$ cat src/rtl/mem_access_unit.sv
// mem_access_unit: load/store sequencer between the CPU datapath and a
// word-wide memory bus. It classifies each request, runs one bus transaction
// with byte enables and replicated store data, extracts and extends load data,
// and reports misaligned, illegal and timed-out accesses as a one-cycle fault.
module mem_access_unit #(
  parameter int TIMEOUT_CYCLES = 255
) (
  input  logic        clk,
  input  logic        reset,
  input  logic        mem_read,
  input  logic        mem_write,
  input  logic [1:0]  size_in,
  input  logic        load_unsigned,
  input  logic [31:0] addr,
  input  logic [31:0] wdata,
  output logic        stall,
  output logic [31:0] rdata,
  output logic        fault,
  output logic [1:0]  fault_code,
  output logic        bus_req,
  output logic        bus_we,
  output logic [31:0] bus_addr,
  output logic [3:0]  bus_be,
  output logic [31:0] bus_wdata,
  input  logic        bus_ack,
  input  logic [31:0] bus_rdata
);

  localparam int CNT_W = (TIMEOUT_CYCLES < 2) ? 1 : $clog2(TIMEOUT_CYCLES + 1);
  localparam logic [CNT_W-1:0] CNT_LIMIT = CNT_W'(TIMEOUT_CYCLES);

  localparam logic [1:0] SZ_BYTE = 2'b00;
  localparam logic [1:0] SZ_HALF = 2'b01;
  localparam logic [1:0] SZ_BAD  = 2'b10;
  localparam logic [1:0] SZ_WORD = 2'b11;

  localparam logic [1:0] FC_MISALIGN = 2'b01;
  localparam logic [1:0] FC_TIMEOUT  = 2'b10;
  localparam logic [1:0] FC_ILLEGAL  = 2'b11;

  typedef enum logic [1:0] {
    IDLE = 2'd0,
    BUS  = 2'd1,
    DONE = 2'd2
  } state_t;

  state_t           state_reg, state_next;
  logic [CNT_W-1:0] cnt_reg, cnt_next;
  logic [1:0]       size_reg, size_next;
  logic [1:0]       lane_reg, lane_next;
  logic             uns_reg, uns_next;
  logic             bus_req_reg, bus_req_next;
  logic             bus_we_reg, bus_we_next;
  logic [31:0]      bus_addr_reg, bus_addr_next;
  logic [3:0]       bus_be_reg, bus_be_next;
  logic [31:0]      bus_wdata_reg, bus_wdata_next;
  logic [31:0]      rdata_reg, rdata_next;
  logic             fault_reg, fault_next;
  logic [1:0]       fault_code_reg, fault_code_next;

  logic        request;
  logic        req_illegal;
  logic        req_misaligned;
  logic [3:0]  be_calc;
  logic [31:0] wdata_lanes;
  logic [31:0] shifted;
  logic [31:0] load_ext;

  genvar gi;

  assign request        = mem_read | mem_write;
  assign req_illegal    = (size_in == SZ_BAD) | (mem_read & mem_write);
  assign req_misaligned = ((size_in == SZ_HALF) & addr[0]) |
                          ((size_in == SZ_WORD) & (addr[1:0] != 2'b00));

  // Stall holds the pipeline from the request cycle until the bus completes.
  assign stall = ~reset & (((state_reg == IDLE) & request) | (state_reg == BUS));

  // Byte enables for a store, positioned at the addressed lane.
  always_comb begin
    be_calc = 4'b1111;
    case (size_in)
      SZ_BYTE: be_calc = 4'b0001 << addr[1:0];
      SZ_HALF: be_calc = 4'b0011 << addr[1:0];
      default: be_calc = 4'b1111;
    endcase
  end

  // Store data is replicated across lanes so the enabled lanes carry the
  // right bytes regardless of address offset.
  generate
    for (gi = 0; gi < 4; gi++) begin : g_store_lane
      assign wdata_lanes[gi*8 +: 8] =
        (size_in == SZ_BYTE) ? wdata[7:0] :
        (size_in == SZ_HALF) ? wdata[(gi%2)*8 +: 8] :
                               wdata[gi*8 +: 8];
    end
  endgenerate

  // Load data: shift the addressed lane down, then sign- or zero-extend.
  assign shifted = bus_rdata >> {lane_reg, 3'b000};

  always_comb begin
    load_ext = bus_rdata;
    case (size_reg)
      SZ_BYTE: load_ext = {{24{~uns_reg & shifted[7]}}, shifted[7:0]};
      SZ_HALF: load_ext = {{16{~uns_reg & shifted[15]}}, shifted[15:0]};
      default: load_ext = bus_rdata;
    endcase
  end

  // Next-state and next-output logic for IDLE -> BUS -> DONE sequencing.
  always_comb begin
    state_next      = state_reg;
    cnt_next        = cnt_reg;
    size_next       = size_reg;
    lane_next       = lane_reg;
    uns_next        = uns_reg;
    bus_req_next    = bus_req_reg;
    bus_we_next     = bus_we_reg;
    bus_addr_next   = bus_addr_reg;
    bus_be_next     = bus_be_reg;
    bus_wdata_next  = bus_wdata_reg;
    rdata_next      = 32'h0;
    fault_next      = 1'b0;
    fault_code_next = 2'b00;

    case (state_reg)
      IDLE: begin
        if (request) begin
          if (req_illegal) begin
            state_next      = DONE;
            fault_next      = 1'b1;
            fault_code_next = FC_ILLEGAL;
          end else if (req_misaligned) begin
            state_next      = DONE;
            fault_next      = 1'b1;
            fault_code_next = FC_MISALIGN;
          end else begin
            state_next     = BUS;
            cnt_next       = CNT_W'(1);
            size_next      = size_in;
            lane_next      = addr[1:0];
            uns_next       = load_unsigned;
            bus_req_next   = 1'b1;
            bus_we_next    = mem_write;
            bus_addr_next  = {addr[31:2], 2'b00};
            bus_be_next    = mem_write ? be_calc : 4'b0000;
            bus_wdata_next = mem_write ? wdata_lanes : 32'h0;
          end
        end
      end

      BUS: begin
        if (bus_ack || (cnt_reg == CNT_LIMIT)) begin
          state_next     = DONE;
          cnt_next       = '0;
          bus_req_next   = 1'b0;
          bus_we_next    = 1'b0;
          bus_addr_next  = 32'h0;
          bus_be_next    = 4'b0000;
          bus_wdata_next = 32'h0;
          if (bus_ack) begin
            rdata_next = bus_we_reg ? 32'h0 : load_ext;
          end else begin
            fault_next      = 1'b1;
            fault_code_next = FC_TIMEOUT;
          end
        end else begin
          cnt_next = cnt_reg + 1'b1;
        end
      end

      DONE: begin
        state_next = IDLE;
      end

      default: begin
        state_next = IDLE;
      end
    endcase
  end

  // State register and registered outputs, cleared by synchronous reset.
  always_ff @(posedge clk) begin
    if (reset) begin
      state_reg      <= IDLE;
      cnt_reg        <= '0;
      size_reg       <= 2'b00;
      lane_reg       <= 2'b00;
      uns_reg        <= 1'b0;
      bus_req_reg    <= 1'b0;
      bus_we_reg     <= 1'b0;
      bus_addr_reg   <= 32'h0;
      bus_be_reg     <= 4'b0000;
      bus_wdata_reg  <= 32'h0;
      rdata_reg      <= 32'h0;
      fault_reg      <= 1'b0;
      fault_code_reg <= 2'b00;
    end else begin
      state_reg      <= state_next;
      cnt_reg        <= cnt_next;
      size_reg       <= size_next;
      lane_reg       <= lane_next;
      uns_reg        <= uns_next;
      bus_req_reg    <= bus_req_next;
      bus_we_reg     <= bus_we_next;
      bus_addr_reg   <= bus_addr_next;
      bus_be_reg     <= bus_be_next;
      bus_wdata_reg  <= bus_wdata_next;
      rdata_reg      <= rdata_next;
      fault_reg      <= fault_next;
      fault_code_reg <= fault_code_next;
    end
  end

  assign bus_req    = bus_req_reg;
  assign bus_we     = bus_we_reg;
  assign bus_addr   = bus_addr_reg;
  assign bus_be     = bus_be_reg;
  assign bus_wdata  = bus_wdata_reg;
  assign rdata      = rdata_reg;
  assign fault      = fault_reg;
  assign fault_code = fault_code_reg;

endmodule
$ cat config.mk
export PLATFORM = sky130hd
export DESIGN_NAME = mem_access_unit
export DESIGN_NICKNAME = d
export VERILOG_FILES = /design/src/rtl/mem_access_unit.sv
export SDC_FILE = /design/constraint.sdc
export NUM_CORES = 1
export LEC_CHECK = 0
export ABC_AREA = 1
export BUFFER_PORTS_ARGS = -buffer_cell sky130_fd_sc_hd__clkbuf_2
export CAP_MARGIN = 20
export CORE_ASPECT_RATIO = 1.5
export CORE_UTILIZATION = 50
export DETAILED_ROUTE_END_ITERATION = 6
export PLACE_DENSITY = 0.78
export RECOVER_POWER = 25
export SLEW_MARGIN = 20
export SYNTH_ARGS = -nofsm -noshare
export SYNTH_HDL_FRONTEND = slang
export SYNTH_SLANG_ARGS = --single-unit
$ cat constraint.sdc
create_clock -name clk -period 3.8 [get_ports clk]
set_input_delay 0.57 -clock clk [delete_from_list [all_inputs] [get_ports clk]]
set_output_delay 0.57 -clock clk [all_outputs]
set_load 0.005 [all_outputs]
Yosys cells after proc, flatten, opt, wreduce, memory -nomap -nowiden --
Cells that the tools add are included.
Operators by class: $mul 0, equality and inequality tests 10, multiplexer cells 54, divide/modulo/power cells 0, bitwise operators 18, $add $sub $neg 1, reduce and logical (&&, ||, !) cells 11, shift operators 3, magnitude comparators 0
Operator list (number):
- 2-to-1 mux 32 bit | 8
- case mux 32 bit (2 select lines) | 3
- 2-to-1 mux 8 bit | 9
- >> shifter 32 x 5 -> 16 bit | 1
- 2-to-1 mux 4 bit | 5
- 2-to-1 mux 2 bit | 8
- case mux 4 bit (2 select lines) | 2
- case mux 8 bit (2 select lines) | 1
- 2-to-1 mux 1 bit | 13
- adder 8 x 1 -> 8 bit (second input constant) | 1
- == test 8 bit (second input constant) | 1
- case mux 2 bit (2 select lines) | 2
- AND reduction 4 bit | 2
- bitwise AND 1 bit | 7
- inverter 1 bit | 7
- == test 2 x 1 -> 1 bit (second input constant) | 3
- zero test 2 bit | 3
- inequality test 2 bit (second input constant) | 3
- case mux 1 bit (2 select lines) | 3
- AND reduction 5 bit | 1
- OR reduction 5 bit | 1
- == test 2 bit (second input constant) | 2
- OR 1 bit | 4
- nonzero test 2 bit | 2
- other kinds (5) | 5
Word-level totals: memories kept 0, bits in latches 0, word-level logic and storage cells 110, register bits after elaboration 120, ROM bits 0, RAM bits 0, output and inout port bits 106

Depth between registers and ports, before layout --
Gate-level depths: netlist of the first run.
depth after elaboration 8, depth in mapped cells 11

Worst setup path after synthesis of the first run --
No wires, ideal clock.
path kind input-to-output, start in reset, end out stall, required time 3.230 ns, cell stages on the path 4, data arrival time 1.089 ns, path buffers 1, path slack 2.141 ns, cell sequence buf_2 inv_1 nand2_1 a21oi_1
On the way: cells in the longest elaborated chain, start to end 2
RTL lines:
- start, declared | RTL line 9 | input logic reset,
- inverter 1 bit | RTL line 77 | assign stall = ~reset & (((state_reg == IDLE) & request) | (state_reg == BUS));
- bitwise AND 1 bit | RTL line 77
- end, declared | RTL line 16 | output logic stall,
No other way between the ends.

Final worst setup path of the first run --
start reg state_reg[0], end reg rdata_reg[13], in the netlist rdata[13]
On the way: cells in the longest elaborated chain, start to end 3
RTL lines:
- start, declared | RTL line 47 | state_t state_reg, state_next;
- start signal, assigned | RTL line 201 | state_reg <= state_next;
- == test 2 x 1 -> 1 bit | RTL line 128 | case (state_reg)
- inverter 1 bit (no source line)
- OR reduction 5 bit (no source line)
- end signal, assigned | RTL line 211 | rdata_reg <= rdata_next;
- end, declared | RTL line 57 | logic [31:0] rdata_reg, rdata_next;
No other way between the ends. A chain may end at the register's enable or synchronous reset.

==> results.cfg, run 1 <==
[outcome]
status = finished clean

[synth]
ys_warn_count = 0
avgSynthCellArea_sq_um = 6.60
seq_area_frac_synth_pct = 37.7
synth_cells = 951
synth_top_area_share_pct = 37.7
ys_seq_elements = 118
netlist_area_sq_um = 6270
synth_area_leaders = dfxtp_1, nand2_1, nor2_1
yosys.cell_types.count = 36
synth_top_area_cell = dfxtp_1

[timing]
finalClockSkew_ns = 0.00718
max_freq_mhz = 380
maxSlewViolCount = 0
fin_crit_sh_pct = 69.3
worstMarginPinSlew_ns = 1.07
timing.slew.headroom_pct = 29.0
hold_viol = 0
layout_min_cycle_time_ns = 2.63
rsz0062_at_grt = false
setup_tns_ns = 0
worst_hold_slack_ns = 0.425
setup_viol = 0

[setup_path]
r2r_cells = 6
arrival_ns = 2.95
cp-end-kind = flip-flop
critPathMaxFanout = 24
rr_endpoint = rdata[13]
startpoint_type = flip-flop
r2r-start = state_reg[0]
worstSetupPathType = flip-flop to flip-flop
r2r_slack_ns = 1.17
worstPathRequired_ns = 4.11

[clocking]
clock_path_buffers = 2
post-cts-setup-buffer-count = 0
cts_tree = built
numCtsBuffers = 17
clockRootBuffer = clkbuf_16
cts_resized = 0
insertion_delay_ns = 0.41
ctsHoldBuffers = 0
path_clk_slew_ns = 0.06
h-tree-depth = 4
cts.sinks = 118

[route]
drt_pass1_iterations = 5
detail-route-antenna-nets = 0
avgViaCountPerCell = 5.10
dr_total_vias = 6564
initialDrtViolationCount = 302
drt_wl_total_mm = 16.7
drc = 0
wire_per_inst_um = 13.0

[final_layout]
layout_commonest_cell = nand2_1
nFillCells = 1145
layout-drive-gt1-share_pct = 24.3
areaGrowthSynthToFinish_pct = 22.8
diodes = 0
final-seq-area_sq_um = 2360
fin_nets = 1226
multi_input_area_sq_um = 3140
instances_no_fill = 1287
mostFrequentLayoutCells = nand2_1, clkbuf_2, nor2_1, dfxtp_1, inv_1
final_cell_area_sq_um = 7700

[worst_hold_path]
min_path_cells = 3
min_from = bus_rdata[7]
hp-class = primary input to flip-flop
whs_endpoint = rdata[7]

[placed_design]
post-place-cells = 1255
placed_area_sq_um = 7120
portBuffers = 207
hpwl_mm = 11.6
gp_congestion = 0.904

[grt]
grt_antenna_before_repair = 0
grt_overflow_total = 0
grt_pass1_wl_mm = 26.9
grt_use_total_pct = 25.8
grt_pass1_vias = 5895
grt_max_degree = 90

[job]
cap_violations = 0

[pwr]
p_int_mw = 2.73
power.switching_mw = 1.15
clkPwrFrac_pct = 42.4
switching_share_pct = 29.6
pwr-share-comb_pct = 20.6
p_seq_share_pct = 37.0
peakVddDrop_mv = 0.317
power_density_nw_per_um2 = 503
p_leak_nw = 4.01

[floorplanning]
start_util_pct = 51.9
rows = 49
coreArea_sq_um = 12100
ios = 210
fp.dieW_um = 93.5
die_area_sq_um = 13000
die_h_um = 139
[worst max path at each step]
| stage | startpoint | to | slack (ns) | cells after the start |
|---|---|---|---|---|
| 6_report | state_reg[0] | rdata[13] | 1.17 | 6 |
| 5_1_grt | state_reg[0] | rdata[4] | 0.91 | 6 |
| 4_1_cts | state_reg[0] | rdata[13] | 1.16 | 6 |
| 3_5_place_dp | size_in[1] | bus_wdata[4] | 1.07 | 10 |
| 3_3_place_gp | size_in[1] | bus_req | 1.13 | 9 |
| 2_1_floorplan | reset | stall | 2.14 | 4 |
[layer usage]
metal | wire (um) | vias up | part of all wire (%) | track usage (%)
li1 | - | 3306 | - | -
met5 | 0 | - | 0 | 0
met3 | 1130 | 56 | 6.8 | 5.43
met4 | 751 | 0 | 4.5 | 14.4
met1 | 6600 | 2934 | 40 | 30.1
met2 | 8210 | 268 | 49 | 43.1
[through the flow]
step / power, mW / worst slack (ns) / util, %
final: 3.87 / 1.17 / 63.8
after floorplan: 2.03 / 2.14 / -
after global routing: 4.07 / 0.913 / 63.8
after global placement: 2.24 / 1.13 / 59.0
after detailed placement: 2.26 / 1.07 / 59.0
after CTS: 3.91 / 1.16 / 64.0
[synth_stat cells]
cell / n
inv_2: 6
buf_6: 11
conb_1: 1
inv_1: 85
clkbuf_1: 17
dfxtp_1: 118
or2_2: 2
nand2_2: 4
nand2_1: 289
o211ai_1: 1
nand2_8: 2
nor2_4: 5
clkinv_1: 1
buf_12: 2
nor2_8: 1
buf_1: 1
a21oi_1: 50
o21ai_0: 32
a21oi_2: 31
nor2_1: 151
inv_6: 1
a21o_1: 1
nand3_1: 82
o211a_1: 1
buf_8: 1
a31oi_1: 8
nand3_4: 2
nor2_2: 1
o31ai_1: 7
nand4_1: 3
buf_4: 8
nor4_4: 1
nand3_2: 1
buf_2: 22
ha_1: 1
inv_4: 1
[cells by family after synthesis]
family	Yosys count	synth area share, %
compound gates	131	12.9
other cells	1	0.0598
buf+inv	156	12.4
simple gates	544	36.8
flops	118	37.7
fa+ha+maj	1	0.199
[power by group through the flow]
stage / registers [mW] / clock network (mW) / logic (mW)
2_1_floorplan: 1.45 / 0 / 0.582
6_report: 1.43 / 1.64 / 0.799
3_3_place_gp: 1.46 / 0 / 0.786
3_5_place_dp: 1.46 / 0 / 0.799
4_1_cts: 1.43 / 1.67 / 0.804
5_1_grt: 1.44 / 1.72 / 0.906
[layout make-up]
cell class | instances | area share (%)
tap | 153 | 2.48
timing repair buffer | 212 | 13.5
multi-input combinational | 678 | 40.7
sequential | 118 | 30.7
clock buffer | 21 | 5.98
clock inverter | 11 | 1.95
inverter | 94 | 4.68
[critical path, cell delays in order, from the launching register on]
cell,delay [ns]
dfxtp_1,0.35
inv_2,0.06
nor2_4,0.42
inv_2,0.37
nor4_4,0.80
inv_2,0.24
a31oi_1,0.28
Note: power is estimated with default switching activity, not from simulation.
==> run 2: changes to the inputs <==
Settings changed: CORE_UTILIZATION 50 to 46, PLACE_DENSITY 0.78 to 0.76.
Clock period 3.8 ns to 2.4 ns, I/O delays scaled along.
==> results.cfg, run 2 (synthesized netlist as in run 1, its figures left out) <==
[final_layout]
areaGrowthSynthToFinish_pct = 24.5
fin_nets = 1238
final_cell_area_sq_um = 7810
layout_commonest_cell = nand2_1
diodes = 0
nFillCells = 1324
mostFrequentLayoutCells = nand2_1, clkbuf_2, nor2_1, dfxtp_1, inv_1
layout-drive-gt1-share_pct = 25.9

[floorplanning]
start_util_pct = 47.7
rows = 51
ios = 210
fp.dieW_um = 97.3
die_area_sq_um = 14100
coreArea_sq_um = 13100
die_h_um = 145

[clocking]
numCtsBuffers = 17
insertion_delay_ns = 0.41
h-tree-depth = 4
clockRootBuffer = clkbuf_16
clock_path_buffers = 2
path_clk_slew_ns = 0.05
cts.sinks = 118
ctsHoldBuffers = 0
cts_resized = 0
cts_tree = built
post-cts-setup-buffer-count = 0

[grt]
grt_use_total_pct = 23.4
grt_antenna_before_repair = 0
grt_pass1_wl_mm = 27.0
grt_max_degree = 77
grt_overflow_total = 0
grt_pass1_vias = 5699

[timing]
hold_viol = 0
rsz0062_at_grt = false
setup_tns_ns = 0
finalClockSkew_ns = 0.0120
layout_min_cycle_time_ns = 1.93
worst_slack_ns = 0.472
fin_crit_sh_pct = 80.3
worstMarginPinSlew_ns = 0.576
maxSlewViolCount = 0
timing.slew.headroom_pct = 61.4
worst_hold_slack_ns = 0.200
max_freq_mhz = 519
setup_viol = 0

[route]
avgViaCountPerCell = 5.01
top_layer = met4
drc = 0
drt_wl_total_mm = 16.7
wl_met3_mm = 1.13
initialDrtViolationCount = 329
dr_total_vias = 6538
wire_per_inst_um = 12.8
wl_met2_mm = 8.47
route.layer.met1.wl_mm = 6.64
drt_pass1_iterations = 4
detail-route-antenna-nets = 0

[setup_path]
worstSetupPathType = flip-flop to flip-flop
cp-end-kind = flip-flop
arrival_ns = 2.22
worstPathRequired_ns = 2.69
startpoint_type = flip-flop
cpPeakStageDelay_ns = 0.36
critPathSlowestCell = dfxtp_1
crit_chain = ha_1 -> nand2_2 -> nor2_4 -> a21oi_2 -> inv_4 -> buf_4 -> nand3_1 -> nand2_1 -> nor2_1
critPathMaxFanout = 32

[outcome]
status = finished clean

[worst_hold_path]
hp-class = primary input to flip-flop

[pwr]
power_mw = 6.01
p_leak_nw = 4.11
peakVddDrop_mv = 0.514
power_density_nw_per_um2 = 769

[job]
cap_violations = 0

[placed_design]
hpwl_mm = 11.9
portBuffers = 207
placed_area_sq_um = 7260
gp_congestion = 0.871
dp_slack_ns = 0.508
## run 2: final cells by class
class / instances / area (sq um) / area share [%]
multi-input combinational: 678 / 3140 / 40.2
tap: 159 / 199 / 2.55
timing repair buffer: 224 / 1180 / 15.1
clock buffer: 22 / 464 / 5.95
inverter: 94 / 360 / 4.62
clock inverter: 9 / 103 / 1.31
sequential: 118 / 2360 / 30.3
## run 2: final timing paths
check,cells past startpoint,startpoint,to,slack [ns]
max,9,cnt_reg[0],bus_wdata[25],0.47
max reg2reg,9,cnt_reg[0],bus_wdata[25],0.47
min,3,bus_rdata[7],rdata[7],0.20
min reg2reg,2,size_reg[0],size_reg[0],0.48
## run 2: worst max-delay path: cells and delay by family, from the launching register on
family,cells,cell delay (ns)
AOI/OAI and AO/OA,1,0.11
adders and majority gates,1,0.22
buffers and inverters,2,0.63
DFF,1,0.36
and+or+nand+nor,5,0.47
## run 2: where the power goes
part	total [mW]	internal (mW)	switching, mW
sequential	2.27	2.15	0.120
combinational	1.31	0.516	0.793
clock	2.43	1.57	0.864
total	6.01	4.23	1.78
## run 2: routing by layer
metal / global-route usage [%] / up-vias
li1: - / 3330
met1: 27.3 / 2934
met2: 40.1 / 239
met3: 5.64 / 35
met4: 10.7 / 0
met5: 0 / -
## run 2: metrics by stage
| stage | cells | util, % |
|---|---|---|
| finish | 1304 | 59.4 |
| global route | 1304 | 59.4 |
| CTS | 1304 | 59.5 |
| detailed placement | 1273 | 55.2 |
| global placement | 1273 | 55.2 |
| floorplan | 952 | - |
==> run 3: changes to the inputs <==
Clock period 2.4 ns to 1.6 ns, I/O delays scaled along.
==> results.cfg, run 3 (synthesized netlist as in run 1, its figures left out) <==
[timing]
finalClockSkew_ns = 0.0180
maxSlewViolCount = 0
layout_min_cycle_time_ns = 1.59
timing.slew.headroom_pct = 52.9
worstMarginPinSlew_ns = 0.705
worst_hold_slack_ns = 0.0803
fin_crit_sh_pct = 99.2
hold_viol = 0
max_freq_mhz = 630
setup_viol = 0
rsz0062_at_grt = true

[floorplanning]
die_area_sq_um = 14100
coreArea_sq_um = 13100
rows = 51
ios = 210
start_util_pct = 47.7
die_h_um = 145
fp.dieW_um = 97.3

[pwr]
pwr-share-comb_pct = 24.1
power_density_nw_per_um2 = 1120
clkPwrFrac_pct = 40.5
peakVddDrop_mv = 0.708
switching_share_pct = 31.7
p_leak_nw = 4.46
power.switching_mw = 3.05
p_int_mw = 6.55
power_mw = 9.60
p_seq_share_pct = 35.4

[setup_path]
worstPathRequired_ns = 1.95
cp-end-kind = flip-flop
worstSetupPathType = flip-flop to flip-flop
cpPeakStageDelay_ns = 0.34
arrival_ns = 1.94
crit_chain = inv_2 -> nor2_4 -> buf_6 -> inv_6 -> nor4_4 -> buf_6 -> buf_4 -> clkbuf_16 -> nand2_1 -> inv_1
cp_num_buf_inv = 7
cp.depth = 10
critPathSlowestCell = dfxtp_2
startpoint_type = flip-flop
cpMostUsedCell = buf_6
r2r_cells = 10
crit_family = buffers and inverters
critPathMaxFanout = 11

[grt]
grt_use_total_pct = 23.8
grt_max_degree = 52
grt.busiest_layer = met2
grt_antenna_before_repair = 0
grt_pass1_vias = 5814
globalRouteMet2Util_pct = 42.6
grt_use_met1_pct = 26.6
grt_pass1_wl_mm = 27.4
grt_overflow_total = 0
met3_usage_pct = 5.49

[clocking]
ctsHoldBuffers = 0
clock_path_buffers = 2
cts_tree = built
h-tree-depth = 4
numCtsBuffers = 17
clockRootBuffer = clkbuf_16
cts.sinks = 118
insertion_delay_ns = 0.42
path_clk_slew_ns = 0.06

[final_layout]
post-route-util_pct = 65.4
multi_input_area_sq_um = 3310
areaGrowthSynthToFinish_pct = 37.1
mostFrequentLayoutCells = nand2_1, clkbuf_2, nor2_1, dfxtp_1, inv_1
final-seq-area_sq_um = 2370
diodes = 0
fin_nets = 1285
layout-drive-gt1-share_pct = 30.0
layout_commonest_cell = nand2_1
nFillCells = 1155

[placed_design]
portBuffers = 207
gp_congestion = 0.871
hpwl_mm = 12.1

[worst_hold_path]
min_path_cells = 3
hp-class = primary input to flip-flop

[route]
drc = 0
detail-route-antenna-nets = 0
initialDrtViolationCount = 388
wire_per_inst_um = 14.3
avgViaCountPerCell = 5.15
dr_total_vias = 6966
drt_wl_total_mm = 19.3
drt_pass1_iterations = 5

[job]
cap_violations = 0

[outcome]
status = finished clean
run 3: final timing paths:
path	start	to	slack (ns)
max	state_reg[0]	rdata[22]	0.01
max reg2reg	state_reg[0]	rdata[22]	0.01
min reg2reg	bus_wdata[30]	bus_wdata[30]	0.48
min	bus_rdata[7]	rdata[7]	0.08
run 3: area by class of cell:
type / instances / share of cell area (%)
repair inverters: 2 / 0.204
clock inverters: 14 / 1.89
inverters: 94 / 4.47
multi-input cells: 680 / 38.5
flip-flops and latches: 118 / 27.5
clock buffers: 18 / 5.11
repair buffers: 267 / 20.0
well taps: 159 / 2.31
run 3: through the flow:
| stage | setup TNS (ns) | setup slack, ns | cell area (sq um) | instances |
|---|---|---|---|---|
| 4_1_cts | 0 | 0.000954 | 8060 | 1324 |
| 5_1_grt | -1.15 | -0.0528 | 8600 | 1352 |
| 3_5_place_dp | -5.74 | -0.303 | 7430 | 1291 |
| 6_report | 0 | 0.0131 | 8600 | 1352 |
| 2_1_floorplan | 0 | 0.0721 | 6280 | 952 |
| 3_3_place_gp | -4.16 | -0.281 | 7430 | 1291 |
run 3: power groups by stage:
stage / combinational [mW] / clock, mW / sequential, mW
floorplan: 1.38 / 0 / 3.45
global placement: 2.01 / 0 / 3.44
detailed placement: 2.04 / 0 / 3.45
CTS: 2.08 / 3.93 / 3.39
global route: 2.56 / 4.05 / 3.43
finish: 2.31 / 3.88 / 3.40
run 3: layer usage:
metal,vias to the layer above,wire length [um],part of all wire [%]
met2,308,10100,52
met4,0,621,3.2
li1,3441,-,-
met3,50,1300,6.7
met5,-,0,0
met1,3167,7300,38
run 3: what timing repair did:
item                                    in CTS  in global routing
pin swaps                                    1                 15
setup buffers                                0                 13
endpoints found under the setup margin      55                103
cloned                                       1                 15
resized for setup                            3                 52
run 3: worst reg2reg max path: stages, from the launching register on:
cell	delay, ns
dfxtp_2	0.34
inv_2	0.05
nor2_4	0.14
buf_6	0.15
inv_6	0.06
nor4_4	0.21
buf_6	0.17
buf_4	0.12
clkbuf_16	0.15
nand2_1	0.07
inv_1	0.06
